## config.mk

```make
export PLATFORM = sky130hd
export DESIGN_NAME = fa4bit_serial_adder
export DESIGN_NICKNAME = d
export VERILOG_FILES = /design/src/rtl/fa4bit_pkg.sv /design/src/rtl/full_adder.sv /design/src/rtl/fa4bit_serial_adder.sv
export SDC_FILE = /design/constraint.sdc
export NUM_CORES = 1
export LEC_CHECK = 0
export ABC_AREA = 1
export ABC_CLOCK_PERIOD_IN_PS = 2410
export CAP_MARGIN = 20
export CORE_AREA = 5 5 61 63
export DETAILED_ROUTE_END_ITERATION = 8
export DIE_AREA = 0 0 66 68
export GPL_ROUTABILITY_DRIVEN = 0
export PLACE_DENSITY = 0.63
export SYNTH_ARGS = -nofsm -noshare
export SYNTH_HDL_FRONTEND = slang
export SYNTH_SLANG_ARGS = --single-unit
export TNS_END_PERCENT = 50
```

## constraint.sdc

```tcl
create_clock -name i_clk -period 2.41 [get_ports i_clk]
set_input_delay 0.723 -clock i_clk [delete_from_list [all_inputs] [get_ports i_clk]]
set_output_delay 0.723 -clock i_clk [all_outputs]
set_load 0.03 [all_outputs]
```

## src/rtl/fa4bit_pkg.sv

```systemverilog
// ---------------------------------------------------------------------------
// fa4bit_pkg
// Shared definitions for the bit-serial adder:
//   FA_WIDTH : default operand/result width
//   state_t  : controller states (IDLE, RUN, DONE)
// ---------------------------------------------------------------------------
package fa4bit_pkg;

    localparam int FA_WIDTH = 4;

    typedef enum logic [1:0] {
        IDLE = 2'd0,
        RUN  = 2'd1,
        DONE = 2'd2
    } state_t;

endpackage

```

## src/rtl/full_adder.sv

```systemverilog
// ---------------------------------------------------------------------------
// full_adder
// Combinational one-bit full adder.
//   i_a, i_b : operand bits
//   i_cin    : carry in
//   o_sum    : a ^ b ^ cin
//   o_co     : majority(a, b, cin)
// ---------------------------------------------------------------------------
module full_adder (
    input  logic i_a,
    input  logic i_b,
    input  logic i_cin,
    output logic o_sum,
    output logic o_co
);

    assign o_sum = i_a ^ i_b ^ i_cin;
    assign o_co  = (i_a & i_b) | (i_a & i_cin) | (i_b & i_cin);

endmodule

```

## src/rtl/fa4bit_serial_adder.sv

```systemverilog
// ---------------------------------------------------------------------------
// fa4bit_serial_adder
// Bit-serial WIDTH-bit adder that reuses one full_adder cell for every bit,
// LSB first, one bit per clock.
//   i_clk       : clock, rising edge
//   i_rst       : asynchronous reset, active high
//   i_start     : request an addition (sampled only in IDLE)
//   i_a, i_b    : operands, captured on the accepting edge
//   i_cin       : carry in, captured on the accepting edge
//   o_busy      : high while bits are processed (RUN)
//   o_done      : one-cycle pulse when o_sum/o_cout hold a fresh result
//   o_sum       : result of last completed addition (held)
//   o_cout      : carry out of last completed addition (held)
//   o_dbg_state : current controller state
//
// Handshake: a request is accepted on a rising edge where the block is in
// IDLE and i_start is high. o_busy then stays high for exactly WIDTH cycles,
// followed by a single o_done cycle. i_start is ignored outside IDLE and is
// never queued.
// ---------------------------------------------------------------------------
module fa4bit_serial_adder
    import fa4bit_pkg::*;
#(
    parameter int WIDTH = FA_WIDTH
) (
    input  logic             i_clk,
    input  logic             i_rst,
    input  logic             i_start,
    input  logic [WIDTH-1:0] i_a,
    input  logic [WIDTH-1:0] i_b,
    input  logic             i_cin,
    output logic             o_busy,
    output logic             o_done,
    output logic [WIDTH-1:0] o_sum,
    output logic             o_cout,
    output logic [1:0]       o_dbg_state
);

    localparam int CNT_W = (WIDTH > 1) ? $clog2(WIDTH) : 1;
    localparam logic [CNT_W-1:0] LAST_CNT = CNT_W'(WIDTH - 1);

    state_t           r_state;
    state_t           w_next_state;

    logic [WIDTH-1:0] r_a_sh;
    logic [WIDTH-1:0] r_b_sh;
    logic [WIDTH-1:0] r_s_sh;
    logic             r_carry;
    logic [CNT_W-1:0] r_cnt;
    logic [WIDTH-1:0] r_sum;
    logic             r_cout;

    logic             w_fa_sum;
    logic             w_fa_co;
    logic             w_last;
    logic [WIDTH-1:0] w_s_next;

    full_adder u_full_adder (
        .i_a   (r_a_sh[0]),
        .i_b   (r_b_sh[0]),
        .i_cin (r_carry),
        .o_sum (w_fa_sum),
        .o_co  (w_fa_co)
    );

    assign w_last = (r_cnt == LAST_CNT);

    // New sum bit enters at the MSB; after WIDTH shifts the LSB has reached
    // bit 0. Written with shifts so it also holds for WIDTH == 1.
    assign w_s_next = (r_s_sh >> 1) | (WIDTH'(w_fa_sum) << (WIDTH - 1));

    // ---------------- FSM state register ----------------
    always_ff @(posedge i_clk or posedge i_rst) begin
        if (i_rst) begin
            r_state <= IDLE;
        end else begin
            r_state <= w_next_state;
        end
    end

    // ---------------- FSM next state ----------------
    always_comb begin
        w_next_state = r_state;
        case (r_state)
            IDLE:    if (i_start) w_next_state = RUN;
            RUN:     if (w_last)  w_next_state = DONE;
            DONE:    w_next_state = IDLE;
            default: w_next_state = IDLE;
        endcase
    end

    // ---------------- Datapath ----------------
    always_ff @(posedge i_clk or posedge i_rst) begin
        if (i_rst) begin
            r_a_sh  <= '0;
            r_b_sh  <= '0;
            r_s_sh  <= '0;
            r_carry <= 1'b0;
            r_cnt   <= '0;
            r_sum   <= '0;
            r_cout  <= 1'b0;
        end else begin
            case (r_state)
                IDLE: begin
                    if (i_start) begin
                        r_a_sh  <= i_a;
                        r_b_sh  <= i_b;
                        r_carry <= i_cin;
                        r_cnt   <= '0;
                    end
                end
                RUN: begin
                    r_a_sh  <= r_a_sh >> 1;
                    r_b_sh  <= r_b_sh >> 1;
                    r_s_sh  <= w_s_next;
                    r_carry <= w_fa_co;
                    r_cnt   <= r_cnt + CNT_W'(1);
                    // Result registers move only on the edge finishing the MSB,
                    // so the previous result stays visible throughout RUN.
                    if (w_last) begin
                        r_sum  <= w_s_next;
                        r_cout <= w_fa_co;
                    end
                end
                default: begin
                end
            endcase
        end
    end

    assign o_busy      = (r_state == RUN);
    assign o_done      = (r_state == DONE);
    assign o_sum       = r_sum;
    assign o_cout      = r_cout;
    assign o_dbg_state = r_state;

endmodule

```

; After elaboration in Yosys (flattened, before gate mapping)
; Index checks and enable logic that the tools add are counted.
[totals]
ff_bits = 22
latch_bits = 0
mem_bits_rw = 0
romBits = 0
out_inout_bits = 9
n_memories = 0
[op_classes]
n_addsub = 1
mul = 0
div_mod_pow = 0
order_cmp = 0
n_eq_ne = 5
shifts = 0
mux = 11
bitwise = 8
n_reduce_logical = 5
[op_table]
columns = cell, n
row1 = one-hot mux 4 bit (2 select lines), 2
row2 = two-way mux 4 bit, 2
row3 = one-hot mux 2 bit (2 select lines), 2
row4 = two-way mux 2 bit, 3
row5 = AND reduction 2 bit, 3
row6 = equality test 2 bit (second input constant), 2
row7 = OR 3 x 4 -> 4 bit, 1
row8 = bitwise AND 1 bit, 3
row9 = adder 2 x 1 -> 2 bit (second input constant), 1
row10 = equality test 2 x 1 -> 1 bit (second input constant), 1
row11 = zero test 2 bit, 1
row12 = != test 2 x 1 -> 1 bit (second input constant), 1
row13 = != test 2 bit (second input constant), 1
row14 = OR 1 bit, 2
row15 = one-hot mux 1 bit (2 select lines), 1
row16 = nonzero test 2 bit, 1
row17 = XOR 1 bit, 2
row18 = two-way mux 1 bit, 1

; Longest topological paths before layout
[depth]
depth_word = 4
depth_mapped = 6

; Modules after synthesis
; Synthesis repeated with hierarchy kept, for this count alone.
[hier_totals]
hier_cells = 119
hier_area_um2 = 1008.5
[modules_own_cells]
columns = mod, instances, cells_per_inst, area_each_um2
row1 = fa4bit_serial_adder, 1, 118, 988.4
row2 = full_adder, 1, 1, 20.0

; Worst setup path before layout
; Ideal clock, no wire load.
[synth_timing]
kind = flip-flop to output port
from = register r_state[1] (netlist: o_dbg_state[1])
to = output port o_done
arrival_ns = 1.251
required_time_ns = 1.687
setup_slack_ns = 0.436
path_stages_with_launch = 4
path_cell_list = dfrtp_1 inv_2 clkbuf_8 nor2_1
[synth_via]
elab_chain_len = 1
[synth_lines]
columns = element, line
row1 = start: declaration, fa4bit_serial_adder.sv:42  ; state_t r_state;
row2 = start signal: assignment, fa4bit_serial_adder.sv:77  ; r_state <= w_next_state;
row3 = equality test 2 bit, fa4bit_serial_adder.sv:132  ; assign o_done = (r_state == DONE);
row4 = end: declaration, fa4bit_serial_adder.sv:33  ; output logic o_done,
; No other way between the ends.

; Worst setup path after layout
[layout_timing]
from = register r_state[1] (netlist: o_dbg_state[1])
to = output port o_dbg_state[1]
[layout_rtl]
columns = element, line
row1 = end: declaration, fa4bit_serial_adder.sv:36  ; output logic [1:0] o_dbg_state
; No word-level cell between the ends.

==> results.md <==
- The total congestion overflow is 0.
- For this run, the number of Yosys warnings is 0.
- TritonCTS built the clock tree.
- The core box area is 3180 um2.
- Dividing total power by cell area gives a power density of 1310 nW/um2.
- After the first detailed-routing iteration, the DRC count stood at 19.
- The tree built by TritonCTS fans out to 21 sinks.
- At the end of the flow, the number of nets in the layout was about 160.
- The required time of the worst setup path is about 1.7 ns.
- Together, buffers and inverters on the worst path number 1.
- The worst setup path is captured at a primary output.
- For this run, asynchronously set or reset flops after synthesis account for 100%.
- The synthesized area divided by synthesized cell count is about 8.5 um2.
- The transition time at the pin with the least slew margin is about 0.38 ns.
- The cell family contributing the most delay on the critical path is buffers and inverters.
- For this run, the number of standard cells in the final layout without fillers is 188.
- Yosys mapped a number of flops with a built-in enable equal to 0.
- The static leakage is 0.667 nW.
- The vias per cell is 4.26.
- The worst relative slew slack is 74.6%.
- Synthesis handed over a netlist of 119 instances.
- The hold violation total from the final report is 0.
- The min-delay analysis places its worst path in the category reg -> reg.
- The critical setup path kind is reg -> out.
- The final sum of negative setup slack is 0 ns.
- The slack of the critical path is 0.224 ns.
- The number of global-route vias before repair is 924.
- The total DRC errors in the routed layout is 0.
- The most common library cell in the layout ignoring fill and taps is nand2_1.
- The deepest clock path buffer count is 2.
- Across the routed clock network, the largest skew measured is 0.00142 ns.
- The library cell contributing the largest single delay on the critical path is clkdlybuf4s50_1.
- The first TritonRoute pass finished after 4 iterations.
- The net switching component of the power is 0.750 mW.
- The flow ran to the end, and the final reports show no timing, DRC or antenna violations.
- After detailed routing, the total wire length is 2.16 mm.
- The nature of the critical path startpoint is a register.
- The number of antenna violations at the first check in global routing is 0.
- The synthesized netlist occupies a cell area of 1010 um2.
- The switching portion of total power is about 45%.
- The die outline width is 66 um.
- The maximum clock frequency is 457 MHz.
- The number of nets still failing antenna checks after routing is 0.
- The row count is 21.
- The number of endpoints failing setup at the final stage is 0.
- The number of pins with negative max-slew slack in the final report is 0.
- The floorplan step defined a die boundary enclosing between 4000 and 5000 um2.
- The count of buffers from port buffering is 20.
- Buffers inserted to repair hold after CTS numbered 0.
- The relative area change from synthesis to final layout is 26.2%.
- The antenna cell count is 0.
- The standard cell area after detailed placement is 1240 um2.
- The CTS H-tree depth is 1.
- The later pin in the worst-skew pair is clocked with a latency of 0.31 ns.
- The power share of the combinational group is 51.8%.
- Summed over all nets, the half-perimeter wirelength after detailed placement is 1.61 mm.
- Clock-pin slew was measured on the worst setup and hold paths at ~0.12 ns.
- The ratio of cells with drive above 1 in the final layout is a little under 8%.
- The minimum period implied by the final worst setup slack is ~2.2 ns.
- Walking the worst path, the cells encountered are clkdlybuf4s50_1.
- The number of filler cells placed in the layout is around 330.
- The number of storage elements in the synthesis netlist is 21.
- Across the run, the number of max-cap violations was 0.
- Measured along the y axis, the die boundary spans 68 um.
- The average routed wire per standard cell is around 12 um.
- The cell chosen for the clock root is clkbuf_4.
- After detailed placement, the design holds a cell count of approximately 180.
- The share of total power in the clock network is 10.4%.
- The cell area after layout is between 1000 and 1500 um2.
- Across the VDD grid, the largest voltage drop is 0.000557 V.
- In this run the worst path has a maximum fanout of 3.
- In the layout the commonest cells are nand2_1, inv_1, dfrtp_1, clkdlybuf4s50_1, nand3_1.
- The internal portion of the total power is 0.912 mW.
- The most used flip-flop cell after synthesis is dfrtp_1.
- 21 I/O pins were placed.
- Setup repair after global routing left no endpoint under its margin.
- The share of the Yosys chip area taken by registers is 52.1%.
- The detailed-route via count is 800.
- The sum of internal, switching and leakage power is 1.66 mW.
- The arrival time of the worst setup path is roughly 1.5 ns.
- The first global-routing pass estimated roughly 4 mm of wire.
- When the netlist entered floorplanning its net count stood at between 100 and 150.
- The setup slack at placement is 0.314 ns.
- The initial core utilization is between 30% and 40%.
- Per report_power, the sequential group accounts for 37.8% of the total.
- Counting the buffers created by CTS gives 3.
- The highest cell delay on the worst timing path is 0.71 ns.
- The maximum number of pins on one net before global-route repair is 16.
- The worst register-to-register path has a setup slack of 1.17 ns.
- The total global routing track utilization is 11.4%.
- The worst path uses 90.7% of the clock period.
- In this run, distinct cell masters in the synthesized netlist total 17.
[area by class of cell]
type                            instances  area, um2  area share (%)
Inverter                               23       86.3            6.78
Timing Repair Buffer                   22        216            17.0
Tap cell                               46       57.6            4.52
Clock buffer                            4       26.3            2.06
Multi-Input combinational cell         72        360            28.3
Sequential cell                        21        526            41.3
[final timing paths]
| check | start | endpoint | cells past startpoint |
|---|---|---|---|
| hold / removal | o_sum[1] | o_sum[1] | 2 |
| min in group asynchronous | i_rst | o_sum[1] | 2 |
| setup reg to reg | r_carry | r_carry | 5 |
| hold reg to reg | o_sum[1] | o_sum[1] | 2 |
| max in group asynchronous | i_rst | o_cout | 3 |
| setup / recovery | o_dbg_state[1] | o_dbg_state[1] | 1 |
[per-layer routing]
layer | global-route usage, % | up-vias | share of wire, %
li1 | - | 406 | -
met1 | 14.0 | 373 | 45
met2 | 18.8 | 17 | 48
met3 | 3.78 | 4 | 5.5
met4 | 4.06 | 0 | 0.79
met5 | 0 | - | 0
[cell families (layout without fill, tap and decap cells)]
logic type | Yosys count | count (layout) | synth area share (%)
simple gates | 58 | 58 | 25.4
buf+inv | 26 | 49 | 12.2
flops | 21 | 21 | 52.1
compound gates | 12 | 12 | 7.07
fa+ha+maj | 2 | 2 | 3.23
[through the flow]
stage | hold slack (ns) | util (%)
after CTS | 0.510 | 39.9
after global placement | 0.462 | 39.2
final | 0.502 | 40.0
after detailed placement | 0.473 | 39.2
after global routing | 0.529 | 40.0
after floorplan | 0.442 | -
[registers in the layout (all words and copies together), names as in the netlist]
name / count
r_cnt: 2
o_cout: 1
r_b_sh: 4
r_s_sh: 3
o_sum: 4
o_dbg_state: 2
r_carry: 1
r_a_sh: 4
[cells in the mapped netlist, types with 2 or more instances]
library cell	count	area, um2
inv_1	22	82.6
nand3_1	15	75.1
o21ai_0	6	30.0
buf_6	2	22.5
o21ai_1	4	20.0
nor2_1	2	7.51
dfrtp_1	21	526
nand2_2	2	12.5
nand2_1	37	139
[power groups by stage]
stage	sequential [mW]	combinational [mW]	clock (mW)
after global placement	0.620	0.860	0
final	0.628	0.861	0.173
after floorplan	0.701	0.556	0
after global routing	0.652	0.989	0.192
after detailed placement	0.628	0.880	0
after CTS	0.628	0.882	0.175
[repair_timing]
action	4_1_cts	5_1_grt
endpoints found under the setup margin	1	1
setup buffers	0	0
resized for setup	1	1
Power figures use the tool's default switching activity.
==> variant, RTL diff (same flow settings) <==
Reset style: synchronous (`i_rst`), changed in 2 clocked blocks. Comments in the files are not updated.
--- a/src/rtl/fa4bit_serial_adder.sv
+++ b/src/rtl/fa4bit_serial_adder.sv
@@ -72,3 +72,3 @@
     // ---------------- FSM state register ----------------
-    always_ff @(posedge i_clk or posedge i_rst) begin
+    always_ff @(posedge i_clk) begin
         if (i_rst) begin
@@ -92,3 +92,3 @@
     // ---------------- Datapath ----------------
-    always_ff @(posedge i_clk or posedge i_rst) begin
+    always_ff @(posedge i_clk) begin
         if (i_rst) begin
Behaviour: differs if i_rst is asserted again (counterexample within 4 cycles, from zero or initial values and one cycle with i_rst high); with i_rst held inactive, the same outputs for 10 cycles.
==> variant against the unedited design <==
Sequential share of layout area decreased by 7.2 points. Sequential cell count unchanged. Critical path depth unchanged. Routed wire length decreased by 14%. First-iteration DRC count increased by 95%. Final area decreased by 3.2%. Maximum frequency decreased by 1.2%. Register-to-register slack got worse by 0.07 ns. Setup slack got worse by 0.027 ns. Synthesized area decreased by 5.0%. Non-clock buffer count decreased by 1.
Power is not compared: it rests on default switching activity, and its combinational part moved more than twofold at a synthesized area within 25%.
==> variant: results (changes against the unedited design) <==
INFO  metric detailedRoute.firstPassIterationCount = 3 (was 4)
INFO  metric synth.top_cells.by_area = dfxtp_1 44%, nand2_1 17%, nor2_1 15%, inv_1 6.3%, o21ai_0 2.6% (was dfrtp_1 52%, nand2_1 14%, inv_1 8.2%, nand3_1 7.4%, o21ai_0 3.0%)
INFO  metric yosys.cell_types.count = 16 (was 17)
INFO  metric arrival = 1.49 ns (was 1.46 ns)
INFO  metric critPathMaxFanout = 7 (was 3)
INFO  metric grt_use_total = 9.692% (was 11.40%)
INFO  metric outcome = complete, no violations (unchanged)
INFO  metric fillerInstances = 361 (was 329)
INFO  metric setup.reg_to_reg.worst_slack = 1.10 ns (was 1.17 ns)
INFO  metric synth_top_cells_by_count = 43 x nand2_1, 39 x nor2_1, 21 x dfxtp_1 (was 37 x nand2_1, 22 x inv_1, 21 x dfrtp_1)
INFO  metric route.vias.total = 865 (was 800)
INFO  metric first_pass_grt_wire_length = 3.360 mm (was 3.981 mm)
INFO  metric synth_ff_type = dfxtp_1 (was dfrtp_1)
INFO  metric drtIter0Drc = 37 (was 19)
INFO  metric seq_area_frac_synth = 43.86% (was 52.11%)
INFO  metric hold_path_sink = o_sum[1]$_SDFFE_PP0P_ (was o_sum[1]$_DFFE_PP0P_)
INFO  metric hold_path_startpoint = r_s_sh[2]$_SDFFE_PP0P_ (was o_sum[1]$_DFFE_PP0P_)
INFO  metric layout-drive-gt1-share = 6.061% (was 7.746%)
INFO  metric critPathMaxStageDelay = 0.73 ns (was 0.71 ns)
INFO  metric final.setup_skew = 0.001790 ns (was 0.001416 ns)
INFO  metric synth.top_cell.area_share = 43.86% (was 52.11%)
INFO  metric post_synthesis_instance_total = 143 (was 119)
INFO  metric reg2reg_depth = 6 (was 5)
INFO  metric mappedNetlistNets = 157 (was 133)
INFO  metric placedCellCount = 207 (was 184)
INFO  metric drt-wirelength-per-cell = 8.848 um (was 11.51 um)
INFO  metric regToRegStartpoint = o_dbg_state[1]$_SDFFE_PP0P_ (was r_carry$_DFFE_PP0P_)
INFO  metric crit-reg2reg-capture = r_a_sh[1]$_SDFFE_PP0P_ (was r_carry$_DFFE_PP0P_)
INFO  metric actual_slew_at_the_worst_max_slew_pin = 0.4811 ns (was 0.3810 ns)
INFO  metric dpl.hpwl = 1.389 mm (was 1.609 mm)
-- variant: cell count changes in the layout (fill, tap and decap cells not counted), sizes merged --
cell	unedited run	this run
o21ai	11	5
o21a	0	1
nand3	15	4
nand2	40	46
inv	23	17
dfxtp	0	21
a21oi	1	3
nor2	3	41
dfrtp	21	0
buf	2	1
-- variant: final cells by class --
class                   instances  area [um2]  area share, %
well taps                      46       57.56          4.675
multi-input cells             102       454.2          36.89
flip-flops and latches         21       420.4          34.15
inverters                      17       63.81          5.183
repair buffers                 21       209.0          16.97
clock buffers                   4       26.28          2.134
-- variant: through the flow --
| step | instance area, um2 | hold WS, ns | utilization [%] |
|---|---|---|---|
| floorplan | 958.4 | 0.4331 | - |
| global placement | 1204 | 0.4586 | 37.86 |
| detailed placement | 1204 | 0.4580 | 37.86 |
| CTS | 1229 | 0.4757 | 38.65 |
| global route | 1231 | 0.4911 | 38.72 |
| finish | 1231 | 0.4727 | 38.72 |
-- variant: what timing repair did --
action / 4_1_cts / 5_1_grt
hold buffers: 0 / 0
hold endpoints to repair: 0 / 0
endpoints found under the setup margin: 1 / 1
resized for setup: 1 / 1
-- variant: worst reg2reg max path, cell delays in order (launching register included) --
cell,delay [ns]
dfxtp_1,0.44
inv_1,0.12
nand2_2,0.29
nand2_2,0.18
nand2_1,0.11
nor2_1,0.05
nor2_1,0.07
-- variant: layer usage --
layer	up-vias	routed length [um]	global-route usage [%]
met3	2	79	3.448
met4	0	10	2.284
met5	-	0	0
met2	13	926	18.65
li1	468	-	-
met1	382	850	10.03
-- variant: worst max path at each step --
stage | end | slack, ns | cells after the start
global route | o_dbg_state[0] | 0.11 | 1
global placement | o_busy | 0.33 | 3
finish | o_dbg_state[0] | 0.20 | 1
floorplan | o_done | 0.55 | 2
CTS | o_done | 0.04 | 3
detailed placement | o_busy | 0.30 | 3
-- variant: where the power goes --
part / total, uW / internal, uW / switching [uW]
combinational: 118 / 51.1 / 67.1
clock: 168 / 64.5 / 103
sequential: 381 / 368 / 13.2
-- variant: cells by family (layout without fill, tap and decap cells) --
family                     Yosys count  after routing  share of synthesized area (%)
adders and majority gates            2              2                          3.394
buffers and inverters               20             42                          8.746
AOI/OAI and AO/OA                    9              9                          4.960
DFF                                 21             21                          43.86
and+or+nand+nor                     91             91                          39.03
